==> src/rtl/bullet_engine.sv <==
// bullet_engine: bullet slot manager.
// Turns each level change of the bullet-rate toggle into one movement step,
// spawns bullets at the player's X on fire button rising edges (subject to a
// step-based cooldown and slot availability) and retires bullets that pass
// the top of the screen. All outputs come straight from registers.
module bullet_engine #(
    parameter int NUM_BULLETS    = 4,
    parameter int X_W            = 10,
    parameter int Y_W            = 10,
    parameter int SPAWN_Y        = 440,
    parameter int STEP           = 4,
    parameter int TOP_Y          = 0,
    parameter int COOLDOWN_STEPS = 8
) (
    input  logic                               clk_i,
    input  logic                               rst_i,
    input  logic                               bullet_update_i,
    input  logic                               fire_i,
    input  logic [X_W-1:0]                     player_x_i,
    output logic [NUM_BULLETS-1:0]             bullet_valid_o,
    output logic [NUM_BULLETS*X_W-1:0]         bullet_x_o,
    output logic [NUM_BULLETS*Y_W-1:0]         bullet_y_o,
    output logic                               fire_ack_o,
    output logic                               fire_drop_o,
    output logic [$clog2(NUM_BULLETS+1)-1:0]   active_count_o
);

    localparam int CNT_W = $clog2(NUM_BULLETS + 1);
    // A zero cooldown still needs a one-bit counter that simply stays at 0.
    localparam int CD_W  = (COOLDOWN_STEPS > 0) ? $clog2(COOLDOWN_STEPS + 1) : 1;

    // Retire threshold is one bit wider than Y so TOP_Y + STEP never wraps.
    localparam logic [Y_W:0]      RETIRE_LIM = (Y_W + 1)'(TOP_Y + STEP);
    localparam logic [Y_W-1:0]    STEP_Y     = Y_W'(STEP);
    localparam logic [Y_W-1:0]    SPAWN_VAL  = Y_W'(SPAWN_Y);
    localparam logic [CD_W-1:0]   CD_LOAD    = CD_W'(COOLDOWN_STEPS);

    // Number of set bits in a slot vector.
    function automatic logic [CNT_W-1:0] popcount(input logic [NUM_BULLETS-1:0] vec);
        logic [CNT_W-1:0] cnt;
        cnt = '0;
        for (int k = 0; k < NUM_BULLETS; k++) begin
            cnt = cnt + CNT_W'(vec[k]);
        end
        return cnt;
    endfunction

    logic                         r_upd_q;
    logic                         r_fire_q;
    logic [NUM_BULLETS-1:0]       r_valid;
    logic [NUM_BULLETS*X_W-1:0]   r_x;
    logic [NUM_BULLETS*Y_W-1:0]   r_y;
    logic [CD_W-1:0]              r_cooldown;
    logic                         r_fire_ack;
    logic                         r_fire_drop;
    logic [CNT_W-1:0]             r_count;

    logic                         w_step;
    logic                         w_fire_rise;
    logic [NUM_BULLETS-1:0]       w_free;
    logic [NUM_BULLETS-1:0]       w_spawn_mask;
    logic                         w_accept;
    logic [NUM_BULLETS-1:0]       w_valid_nxt;
    logic [NUM_BULLETS*X_W-1:0]   w_x_nxt;
    logic [NUM_BULLETS*Y_W-1:0]   w_y_nxt;
    logic [CD_W-1:0]              w_cooldown_nxt;

    assign w_step      = bullet_update_i ^ r_upd_q;
    assign w_fire_rise = fire_i & ~r_fire_q;

    // Free slots are judged on the pre-step state, so a slot retiring this
    // cycle cannot be reused by a simultaneous fire.
    assign w_free       = ~r_valid;
    assign w_spawn_mask = w_free & (~w_free + NUM_BULLETS'(1));
    assign w_accept     = w_fire_rise & (r_cooldown == '0) & (|w_free);

    // Next slot state: move or retire live bullets on a step, then overlay the spawn.
    always_comb begin
        w_valid_nxt = r_valid;
        w_x_nxt     = r_x;
        w_y_nxt     = r_y;
        for (int k = 0; k < NUM_BULLETS; k++) begin
            if (w_step && r_valid[k]) begin
                if ({1'b0, r_y[k*Y_W +: Y_W]} < RETIRE_LIM) begin
                    w_valid_nxt[k] = 1'b0;
                end else begin
                    w_y_nxt[k*Y_W +: Y_W] = r_y[k*Y_W +: Y_W] - STEP_Y;
                end
            end else begin
                w_valid_nxt[k] = r_valid[k];
            end
            if (w_accept && w_spawn_mask[k]) begin
                w_valid_nxt[k]        = 1'b1;
                w_x_nxt[k*X_W +: X_W] = player_x_i;
                w_y_nxt[k*Y_W +: Y_W] = SPAWN_VAL;
            end else begin
                w_x_nxt[k*X_W +: X_W] = w_x_nxt[k*X_W +: X_W];
            end
        end
    end

    // Next cooldown: a spawn reloads it and overrides a same-cycle step decrement.
    always_comb begin
        w_cooldown_nxt = r_cooldown;
        if (w_accept) begin
            w_cooldown_nxt = CD_LOAD;
        end else if (w_step && (r_cooldown != '0)) begin
            w_cooldown_nxt = r_cooldown - CD_W'(1);
        end else begin
            w_cooldown_nxt = r_cooldown;
        end
    end

    // Toggle history follows the input even in reset, so release never fakes a step.
    always_ff @(posedge clk_i) begin
        r_upd_q <= bullet_update_i;
    end

    // Slot, cooldown and output pulse registers with synchronous reset.
    always_ff @(posedge clk_i) begin
        if (rst_i) begin
            r_fire_q    <= 1'b0;
            r_valid     <= '0;
            r_x         <= '0;
            r_y         <= '0;
            r_cooldown  <= '0;
            r_fire_ack  <= 1'b0;
            r_fire_drop <= 1'b0;
            r_count     <= '0;
        end else begin
            r_fire_q    <= fire_i;
            r_valid     <= w_valid_nxt;
            r_x         <= w_x_nxt;
            r_y         <= w_y_nxt;
            r_cooldown  <= w_cooldown_nxt;
            r_fire_ack  <= w_fire_rise & w_accept;
            r_fire_drop <= w_fire_rise & ~w_accept;
            r_count     <= popcount(w_valid_nxt);
        end
    end

    assign bullet_valid_o = r_valid;
    assign bullet_x_o     = r_x;
    assign bullet_y_o     = r_y;
    assign fire_ack_o     = r_fire_ack;
    assign fire_drop_o    = r_fire_drop;
    assign active_count_o = r_count;

endmodule
==> config.mk <==
export PLATFORM = sky130hd
export DESIGN_NAME = bullet_engine
export DESIGN_NICKNAME = d
export VERILOG_FILES = /design/src/rtl/bullet_engine.sv
export SDC_FILE = /design/constraint.sdc
export NUM_CORES = 1
export LEC_CHECK = 0
export BUFFER_PORTS_ARGS = -buffer_cell sky130_fd_sc_hd__buf_2
export CORE_UTILIZATION = 56
export DETAILED_ROUTE_END_ITERATION = 6
export GPL_TIMING_DRIVEN = 0
export HOLD_SLACK_MARGIN = 0.03
export PLACE_DENSITY = 0.82
export SLEW_MARGIN = 40
export SYNTH_ARGS = -nofsm -noshare
export SYNTH_HDL_FRONTEND = slang
export SYNTH_SLANG_ARGS = --single-unit
==> constraint.sdc <==
create_clock -name clk_i -period 4.8 [get_ports clk_i]
set_input_delay 0.96 -clock clk_i [delete_from_list [all_inputs] [get_ports clk_i]]
set_output_delay 0.96 -clock clk_i [all_outputs]
set_load 0.005 [all_outputs]
# Word level (Yosys, flattened, before mapping)
# Index checks and enable logic that the tools add are counted.
[op_classes] addsub=9 n_lt_le_gt_ge=4 eq_ne=4 mux=26 n_bitwise=15 reduce_logical=30
[op_table] cell="9-bit two-way mux" n=12
[op_table] cell="10-bit by 3-bit less-than comparator with 1-bit output, second input constant" n=4
[op_table] cell="10-bit by 3-bit subtractor with 10-bit output, second input constant" n=4
[op_table] cell="2-bit AND reduction" n=8
[op_table] cell="1-bit two-way mux" n=12
[op_table] cell="2-bit nonzero test" n=5
[op_table] cell="2-bit OR reduction" n=5
[op_table] cell="1-bit logical AND" n=9
[op_table] cell="4-bit two-way mux" n=2
[op_table] cell="2-bit by 1-bit inequality test with 1-bit output, second input constant" n=4
[op_table] cell="4-bit NOT" n=2
[op_table] cell="1-bit NOT" n=6
[op_table] cell="1-bit AND" n=5
[op_table] cell="4-bit by 1-bit adder with 4-bit output, second input constant" n=1
[op_table] cell="4-bit AND" n=1
[op_table] cell="4-bit zero test" n=1
[op_table] cell="4-bit nonzero test" n=1
[op_table] cell="4-bit OR reduction" n=1
[op_table] cell="4-bit by 1-bit subtractor with 4-bit output, second input constant" n=1
[op_table] cell="2-bit by 1-bit adder with 3-bit output" n=1
[op_table] cell="3-bit by 1-bit adder with 3-bit output" n=1
[op_table] cell="1-bit by 1-bit adder with 2-bit output" n=1
[op_table] cell="1-bit XOR" n=1
[totals] regBits=95 in_bits=14 out_inout_bits=89 wordCells=108

# Longest topological paths before layout
# Gate-level depths: netlist (run 1).
[logic_depth] depth_word=9 mapped_depth=11 mapped_depth_nobuf=9

# Worst setup path after synthesis (run 1)
# Ideal clock, no wire load.
[synth_timing] path_type="input to register" from="input bullet_update_i" to="register r_count[1], in the netlist active_count_o[1]" setup_ps=128 arrival_ps=2892 required_ps=4672 slack_ps=1780 stages=8 n_path_buf=1 cell_sequence="xor2_1 -> buf_2 -> nand4_1 -> o32a_1 -> fa_1 -> ha_1 -> ha_1 -> nor2b_1"
[synth_via] elab_chain_cells=7 elab_cells_between_ends=16 cone_classes="3 x add/sub; 8 x mux; 1 x bitwise; 4 x reduce/logical"
[synth_lines] element="start: declaration" line="17" source="input logic bullet_update_i,"
[synth_lines] element="1-bit XOR" line="68" source="assign w_step = bullet_update_i ^ r_upd_q;"
[synth_lines] element="1-bit logical AND" line="83" source="if (w_step && r_valid[k]) begin"
[synth_lines] element="1-bit two-way mux" line="83"
[synth_lines] element="1-bit two-way mux" line="92" source="if (w_accept && w_spawn_mask[k]) begin"
[synth_lines] element="net w_valid_nxt[0]" line="63" source="logic [NUM_BULLETS-1:0] w_valid_nxt;"
[synth_lines] element="1-bit by 1-bit adder with 2-bit output" line="43" source="cnt = cnt + CNT_W'(vec[k]);"
[synth_lines] element="2-bit by 1-bit adder with 3-bit output" line="43"
[synth_lines] element="3-bit by 1-bit adder with 3-bit output" line="43"
[synth_lines] element="end signal: assignment" line="138" source="r_count <= popcount(w_valid_nxt);"
[synth_lines] element="end: declaration" line="56" source="logic [CNT_W-1:0] r_count;"
# The timed path passes the listed nets, and every way through them passes these cells.
# A chain may end at the register's enable or synchronous reset.

# Worst setup path in the final report (run 1)
[layout_timing] from="register r_cooldown[0]" to="register r_count[1], in the netlist active_count_o[1]"
[layout_via] elab_cells_between_ends=14 cone_classes="3 x add/sub; 4 x mux; 2 x bitwise; 5 x reduce/logical"
[layout_rtl] element="start: declaration" line="53" source="logic [CD_W-1:0] r_cooldown;"
[layout_rtl] element="start signal: assignment" line="135" source="r_cooldown <= w_cooldown_nxt;"
[layout_rtl] element="4-bit zero test" line="75" source="assign w_accept = w_fire_rise & (r_cooldown == '0) & (|w_free);"
[layout_rtl] element="1-bit AND (2 in series)" line="75"
[layout_rtl] element="1-bit logical AND" line="92"
[layout_rtl] element="1-bit two-way mux" line="92"
[layout_rtl] element="net w_valid_nxt[3]" line="63"
[layout_rtl] element="3-bit by 1-bit adder with 3-bit output" line="43"
# The timed path passes the listed nets, and every way through them passes these cells.

==> flow_summary.yaml, run 1 <==
floorplanning:
  fp.coreArea_um2: 6386
  initial_core_util: 0.5856
  ios: 103
  rows: 29
  die-height_um: 83.72
  die-area_um2: 7009
  die_w_um: 83.72
cts:
  ctsResizeCount: 0
  cts_tree: "done"
  cts_sinks: 87
  cts_made_buffers: 9
  insertion_delay_ns: 0.36
  htreeDepth: 3
  cts_setup_buffers: 0
  clk_pin_slew_ns: 0.09
  cts_root_buffer: "clkbuf_8"
  cts_buffer_depth: 2
  cts_hold_buffers: 0
global_route:
  grt_overflow: 0
  grt_max_degree: 16
  grt_first_pass_wirelength_um: 15810
  grt_antenna_before_repair: 0
  grt_pass1_vias: 3386
  grt_use_total: 0.2820
timing:
  slew_headroom: 0.5637
  skew_ns: 0.01429
  fmax_mhz: 312.1
  setup_tns_ns: 0
  period_share: 0.6676
  slew_viol_final: 0
  setup_ws_ns: 1.595
  setup_viol: 0
  rsz0062_at_grt: "false"
  tightest_slew_ns: 0.6544
  hold_viol: 0
  period_needed_ns: 3.205
pwr:
  powerDensity_nw_per_um2: 428.0
  ir_drop_uv: 279.8
  power.leakage_nw: 2.012
yosys:
  synth_edf_count: 0
  ys_types: 51
  synth_area_per_cell_um2: 8.657
  ys.flop_type: "dfxtp_1"
  ys_seq_area_frac: 0.4657
  synthArstFlopShare: 0
  syn_area_um2: 3740
  ys_ff_latch: 87
  synth_cells: 432
  synth_warnings: 0
worst_setup_path:
  worstPathArrival_ns: 3.43
  crit_path_end_kind: "register"
  cp.required_ns: 5.03
  cp_slowest_cell: "nand4_1"
  crit_fanout: 10
  cp_top_family: "simple AND/OR/NAND/NOR gates"
  slowest_delay_ns: 0.48
  critPathKind: "reg2reg"
  crit_chain: "inv_1, ha_1, nor3b_1, nand4_1, clkbuf_1, nand3_1, fa_1, ha_1, ha_1, nor2b_1"
  start_kind: "register"
  crit_top_cell: "ha_1"
  path_buf_inv: 2
detailed_routing:
  vias: 3555
  drc: 0
  wl_um: 9618
  wl_per_cell_um: 15.39
  drt_iter0_drc: 196
  dr.pass1.iters: 4
  routed_via_density: 5.688
  ant_nets: 0
layout:
  area_delta_synth_final_pct: 22.11
  multi_input_area_um2: 1842
  fin_nets: 567
  layout-drive-gt1-share: 0.2482
  diodes: 0
  layout_common_cells: "buf_2, nand2_1, dfxtp_1, a21oi_1"
  regArea_um2: 1742
  final_common_cell: "buf_2"
  fillers: 521
place:
  place.gp.congestion: 0.9016
  numPortBuffers: 94
  place_hpwl_um: 7015
  dp_slack_ns: 1.278
job:
  max_cap_viol_count: 0
hold_path:
  worst_hold_path_type: "reg2reg"
status:
  status: "completed"
synth_stat cells (8+ instances only):
master / count / share of area
inv_1: 14 / 0.014
xor2_1: 10 / 0.023
buf_4: 8 / 0.016
a21oi_1: 55 / 0.074
nand3_1: 9 / 0.012
a31oi_1: 8 / 0.013
clkbuf_1: 15 / 0.015
nand2_1: 90 / 0.090
dfxtp_1: 87 / 0.47
nor3_1: 11 / 0.015
ha_1: 8 / 0.027
nor2_1: 15 / 0.015
o31ai_1: 9 / 0.018
or4_1: 10 / 0.020
kinds of logic (layout without fill, tap and decap cells):
kind of cell,after synthesis,count (layout),share of synthesized area
muxes,8,8,0.02242
and+or+nand+nor,179,179,0.2439
AOI/OAI and AO/OA,89,89,0.1442
DFF,87,87,0.4657
other,1,8,0.001003
xor gates and xnor gates,16,16,0.03747
buffers and inverters,43,152,0.05319
adders and majority gates,9,9,0.03212
power breakdown:
| group | total, W | internal [W] | switching [W] |
|---|---|---|---|
| sequential | 0.000871 | 0.000804 | 0.0000673 |
| clock | 0.000563 | 0.000295 | 0.000268 |
| combinational | 0.000520 | 0.000216 | 0.000304 |
| total | 0.00195 | 0.00132 | 0.000639 |
cell type report:
class / count / share of cell area
plain buffers: 29 / 0.03205
clock buffers: 9 / 0.02712
clock inverters: 6 / 0.02055
well taps: 77 / 0.02110
inverters: 14 / 0.01151
multi-input cells: 309 / 0.4033
repair buffers: 94 / 0.1030
flip-flops and latches: 87 / 0.3814
registers in the layout (all words and copies together) (netlist names):
| register | cells |
|---|---|
| r_cooldown | 4 |
| bullet_y_o | 32 |
| fire_drop_o | 1 |
| bullet_valid_o | 4 |
| r_fire_q | 1 |
| r_upd_q | 1 |
| fire_ack_o | 1 |
| bullet_x_o | 40 |
| active_count_o | 3 |
metrics by stage:
stage,hold WS (ns),cells,cell area [um2],power [W],utilization
floorplan,0.4482,439,3766,0.001220,-
global placement,0.4367,610,4333,0.001373,0.6785
detailed placement,0.4421,610,4333,0.001401,0.6785
CTS,0.4541,625,4551,0.001954,0.7126
global route,0.4774,625,4567,0.002062,0.7151
finish,0.4527,625,4567,0.001955,0.7151
final timing paths:
check / from / cells past startpoint / end / slack [ns]
setup / recovery: r_cooldown[0] / 10 / active_count_o[1] / 1.60
hold / removal: bullet_x_o[38] / 2 / bullet_x_o[38] / 0.45
setup reg to reg: r_cooldown[0] / 10 / active_count_o[1] / 1.60
hold reg to reg: bullet_x_o[38] / 2 / bullet_x_o[38] / 0.45
worst reg2reg max path, cell delays in order, from the launching register on:
cell and delay, ns:
dfxtp_1 0.34, inv_1 0.08, ha_1 0.19, nor3b_1 0.36
nand4_1 0.48, clkbuf_1 0.38, nand3_1 0.23, fa_1 0.45
ha_1 0.20, ha_1 0.26, nor2b_1 0.12
layer usage:
| metal | share of wire | GRT usage | up-vias |
|---|---|---|---|
| met4 | 0.018 | 0.1325 | 0 |
| met5 | 0 | 0 | - |
| li1 | - | - | 1726 |
| met2 | 0.48 | 0.4568 | 120 |
| met1 | 0.44 | 0.3644 | 1693 |
| met3 | 0.056 | 0.05242 | 16 |
(Power assumes the default switching activity.)
==> run 2, diff against run 1 <==
--- a/config.mk
+++ b/config.mk
@@ -6,11 +6,11 @@
 export NUM_CORES = 1
 export LEC_CHECK = 0
 export BUFFER_PORTS_ARGS = -buffer_cell sky130_fd_sc_hd__buf_2
-export CORE_UTILIZATION = 56
+export CORE_UTILIZATION = 47
 export DETAILED_ROUTE_END_ITERATION = 6
 export GPL_TIMING_DRIVEN = 0
 export HOLD_SLACK_MARGIN = 0.03
-export PLACE_DENSITY = 0.82
+export PLACE_DENSITY = 0.73
 export SLEW_MARGIN = 40
 export SYNTH_ARGS = -nofsm -noshare
 export SYNTH_HDL_FRONTEND = slang
==> constraint.sdc (replaced) <==
create_clock -name clk_i -period 2.9 [get_ports clk_i]
set_input_delay 0.58 -clock clk_i [delete_from_list [all_inputs] [get_ports clk_i]]
set_output_delay 0.58 -clock clk_i [all_outputs]
set_load 0.005 [all_outputs]
==> run 2 against run 1 <==
Maximum frequency increased by 17%. Critical path depth down 1. Worst setup slack worse by 1.4 ns. Critical path type unchanged. Largest cell class unchanged. Highest routed layer unchanged.
==> flow_summary.yaml, run 2 (synthesis gave the netlist of run 1 again) <==
status:
  status: "completed"
place:
  numPortBuffers: 94
  place_hpwl_um: 7055
  place.gp.congestion: 0.8249
  dp_slack_ns: -0.2329
cts:
  cts_root_buffer: "clkbuf_8"
  htreeDepth: 3
  clk_pin_slew_ns: 0.09
  insertion_delay_ns: 0.37
  cts_made_buffers: 9
  cts_buffer_depth: 2
  cts_tree: "done"
  cts_sinks: 87
detailed_routing:
  routed_via_density: 5.398
  vias: 3514
  wl_um: 9669
  drt_iter0_drc: 118
  ant_nets: 0
  wl_per_cell_um: 14.85
  dr.pass1.iters: 5
  drc: 0
floorplanning:
  initial_core_util: 0.4840
  ios: 103
  die_w_um: 91.20
  rows: 32
  die-height_um: 91.20
  die-area_um2: 8317
  fp.coreArea_um2: 7727
hold_path:
  worst_hold_path_type: "in2reg"
pwr:
  p_int_w: 0.002009
  power.leakage_nw: 1.997
  pwr-share-seq: 0.470
  power_frac_clock: 0.253
  combPwrFrac: 0.277
  powerDensity_nw_per_um2: 672.3
  swShare: 0.3481
  power_switching_w: 0.001073
  ir_drop_uv: 375.0
timing:
  fmax_mhz: 365.1
  setup_viol: 0
  setup_ws_ns: 0.1612
  hold_viol: 0
  tightest_slew_ns: 0.6990
  period_needed_ns: 2.739
  slew_viol_final: 0
  slew_headroom: 0.5314
  skew_ns: 0.009202
  worst_hold_slack_ns: 0.3990
  rsz0062_at_grt: "false"
  period_share: 0.9444
layout:
  area_delta_synth_final_pct: 22.58
  largest_register_ffs: 40
  final_common_cell: "buf_2"
  fin_nets: 567
  layout-drive-gt1-share: 0.2587
  diodes: 0
  layout_common_cells: "buf_2, nand2_1, dfxtp_1, a21oi_1, nor2_1"
worst_setup_path:
  cp.required_ns: 3.14
  crit_fanout: 10
  worstPathArrival_ns: 2.98
  crit_path_end_kind: "register"
  start_kind: "register"
  critPathKind: "reg2reg"
global_route:
  grt_use_total: 0.2404
  grt_overflow: 0
  grt_first_pass_wirelength_um: 15630
  grt_pass1_vias: 3171
  grt_antenna_before_repair: 0
  grt_max_degree: 17
job:
  max_cap_viol_count: 0
run 2: changes by cell type in the layout (fill, tap and decap cells not counted):
cell        delta
bufinv_16      -2
inv_6          -1
nand3_2        +1
clkbuf_1       -2
clkbuf_2       +1
clkinvlp_4     +2
nor3b_2        +1
clkinv_4       +2
buf_4          +1
xor2_1         -1
nor3b_1        -1
xor2_2         +1
nand3_1        -1
run 2: worst paths after layout:
check | startpoint | end | slack, ns | cells after the start
worst min-delay path | bullet_update_i | r_upd_q | 0.40 | 1
worst max register to register | bullet_valid_o[0] | active_count_o[1] | 0.16 | 9
worst max-delay path | bullet_valid_o[0] | active_count_o[1] | 0.16 | 9
worst min register to register | bullet_x_o[12] | bullet_x_o[12] | 0.45 | 2
run 2: worst max-delay path: stages, from the launching register on:
cell,delay [ns]
dfxtp_1,0.34
clkbuf_1,0.35
and3b_1,0.27
nand4_1,0.19
clkbuf_2,0.28
nand3_1,0.17
fa_1,0.44
ha_1,0.20
ha_1,0.26
nor2b_1,0.12
run 2: power by group through the flow:
stage	clock network (W)	registers, W	logic (W)
after floorplan	0	0.00146	0.000556
after global placement	0	0.00147	0.000814
after detailed placement	0	0.00147	0.000843
after CTS	0.000795	0.00145	0.000854
after global routing	0.000850	0.00147	0.000962
final	0.000781	0.00145	0.000853
run 2: routing by layer:
metal	vias up	wire (um)	track usage
li1	1725	-	-
met4	0	114	0.06614
met5	-	0	0
met3	13	735	0.06365
met2	126	4631	0.3958
met1	1650	4188	0.3106
run 2: area by class of cell:
cell class                      count  area, um2
Buffer                             28      143.9
Clock buffer                        9      123.9
Clock inverter                      7      57.56
Fill cell                         702       3143
Inverter                           14      52.55
Multi-Input combinational cell    309       1859
Sequential cell                    87       1742
Tap cell                          102      127.6
Timing Repair Buffer               95      478.0
run 2: repair_timing:
action / in CTS / in global routing
gates resized for setup: 2 / 3
gates cloned: 0 / 0
buffers inserted: 1 / 0
pin swaps: 1 / 0
hold buffers: 0 / 0
endpoints found under the setup margin: 3 / 2
run 2: stage by stage:
| stage | setup TNS (ns) | power (W) | std cells | cell area (um2) | utilization |
|---|---|---|---|---|---|
| floorplan | 0 | 0.002020 | 439 | 3766 | - |
| global placement | -0.4416 | 0.002281 | 635 | 4364 | 0.5648 |
| detailed placement | -0.4285 | 0.002317 | 635 | 4373 | 0.5659 |
| CTS | 0 | 0.003096 | 652 | 4572 | 0.5916 |
| global route | 0 | 0.003277 | 651 | 4584 | 0.5933 |
| finish | 0 | 0.003082 | 651 | 4584 | 0.5933 |
==> run 3, diff against run 2 <==
==> config.mk (replaced) <==
export PLATFORM = sky130hd
export DESIGN_NAME = bullet_engine
export DESIGN_NICKNAME = d
export VERILOG_FILES = /design/src/rtl/bullet_engine.sv
export SDC_FILE = /design/constraint.sdc
export NUM_CORES = 1
export LEC_CHECK = 0
export CORE_UTILIZATION = 56
export DETAILED_ROUTE_END_ITERATION = 6
export DONT_BUFFER_PORTS = 1
export GPL_TIMING_DRIVEN = 0
export HOLD_SLACK_MARGIN = 0.03
export PLACE_DENSITY = 0.71
export RECOVER_POWER = 25
export SLEW_MARGIN = 40
export SYNTH_ARGS = -nofsm -noshare
export SYNTH_HDL_FRONTEND = slang
export SYNTH_SLANG_ARGS = --single-unit
==> run 3 against run 2 <==
Die area decreased by 16%. Largest power group unchanged. Maximum frequency decreased by 0.91%. Combinational power decreased by 17%. Register-to-register slack got worse by 0.03 ns.
==> flow_summary.yaml, run 3 (synthesis gave the netlist of run 1 again) <==
timing:
  period_share: 0.9531
  slew_viol_final: 0
  slew_headroom: 0.5574
  worst_hold_slack_ns: 0.2375
  setup_tns_ns: 0
  hold_viol: 0
  skew_ns: 0.01193
  period_needed_ns: 2.764
  fmax_mhz: 361.8
  setup_viol: 0
  tightest_slew_ns: 0.6603
  rsz0062_at_grt: "false"
place:
  place_hpwl_um: 6482
  numPortBuffers: 0
  place.gp.congestion: 0.8361
cts:
  cts_root_buffer: "clkbuf_8"
  cts_buffer_depth: 2
  insertion_delay_ns: 0.36
  cts_sinks: 87
  cts_made_buffers: 9
  clk_pin_slew_ns: 0.09
  cts_hold_buffers: 0
  cts_tree: "done"
  htreeDepth: 3
worst_setup_path:
  start_kind: "register"
  cp.required_ns: 3.13
  worstPathArrival_ns: 2.99
  crit_fanout: 10
  crit_path_end_kind: "register"
  critPathKind: "reg2reg"
pwr:
  powerDensity_nw_per_um2: 721.4
  combPwrFrac: 0.241
  power_frac_clock: 0.258
  swShare: 0.3462
  power.total_w: 0.002946
  ir_drop_uv: 464.7
  p_int_w: 0.001926
  pwr-share-seq: 0.501
  power.leakage_nw: 1.508
  power_switching_w: 0.001020
layout:
  largest_register_ffs: 40
  diodes: 0
  layout_common_cells: "nand2_1, dfxtp_1, a21oi_1, nor2_1, inv_1"
  fin_nets: 474
  layout-drive-gt1-share: 0.1099
  final_common_cell: "nand2_1"
  area_delta_synth_final_pct: 9.200
  utilization: 0.6395
status:
  status: "completed"
floorplanning:
  die-area_um2: 7009
  initial_core_util: 0.5856
  ios: 103
  die_w_um: 83.72
  fp.coreArea_um2: 6386
  die-height_um: 83.72
  rows: 29
detailed_routing:
  dr.pass1.iters: 4
  ant_nets: 0
  wl_um: 9189
  drt_iter0_drc: 175
  drc: 0
  routed_via_density: 5.932
  vias: 3156
  wl_per_cell_um: 17.27
global_route:
  grt_use_total: 0.2671
  grt_first_pass_wirelength_um: 14780
  grt_antenna_before_repair: 0
  grt_overflow: 0
  grt_pass1_vias: 2955
  grt_max_degree: 16
hold_path:
  worst_hold_path_type: "in2reg"
job:
  max_cap_viol_count: 0
run 3: repair_timing:
item | in CTS | in global routing
setup buffers | 1 | 0
endpoints found under the setup margin | 3 | 2
pin swaps | 1 | 0
gates resized for setup | 3 | 8
run 3: metal layers:
layer	GRT usage	routed length, um
met1	0.3501	4127
met4	0.09091	116
met2	0.4198	4224
met5	0	0
met3	0.08012	720
run 3: critical path, stage by stage (launching register included):
cell and delay (ns):
dfxtp_1 0.42, xor2_2 0.32, clkbuf_4 0.31, nand4_1 0.15, o32a_1 0.35, fa_1 0.49
ha_1 0.21, ha_1 0.26, nor2b_1 0.12
run 3: cell type report:
class | count | area [um2]
sequential | 87 | 1742
clock buffer | 9 | 123.9
clock inverter | 6 | 48.80
tap | 77 | 96.34
multi-input combinational | 309 | 1859
fill | 576 | 2302
timing repair buffer | 1 | 7.507
inverter | 14 | 52.55
buffer | 29 | 153.9
run 3: per-stage QoR:
stage / worst slack, ns / cells / cell area, um2
floorplan: 0.2600 / 439 / 3766
global placement: -0.1838 / 516 / 3862
detailed placement: -0.2237 / 516 / 3871
CTS: 0.03227 / 532 / 4065
global route: 0.03260 / 532 / 4084
finish: 0.1360 / 532 / 4084
run 3: path summary, 6_finish.rpt:
check,from,slack [ns],endpoint,cells after the start
max,r_upd_q,0.14,active_count_o[1],8
min,bullet_update_i,0.24,r_upd_q,0
max reg2reg,r_upd_q,0.14,active_count_o[1],8
min reg2reg,bullet_x_o[0],0.48,bullet_x_o[0],2
run 3: power groups by stage:
stage | clock network [W] | registers [W] | logic [W]
floorplan | 0 | 0.00146 | 0.000556
global placement | 0 | 0.00150 | 0.000670
detailed placement | 0 | 0.00150 | 0.000692
CTS | 0.000764 | 0.00148 | 0.000701
global route | 0.000820 | 0.00150 | 0.000799
finish | 0.000759 | 0.00148 | 0.000710
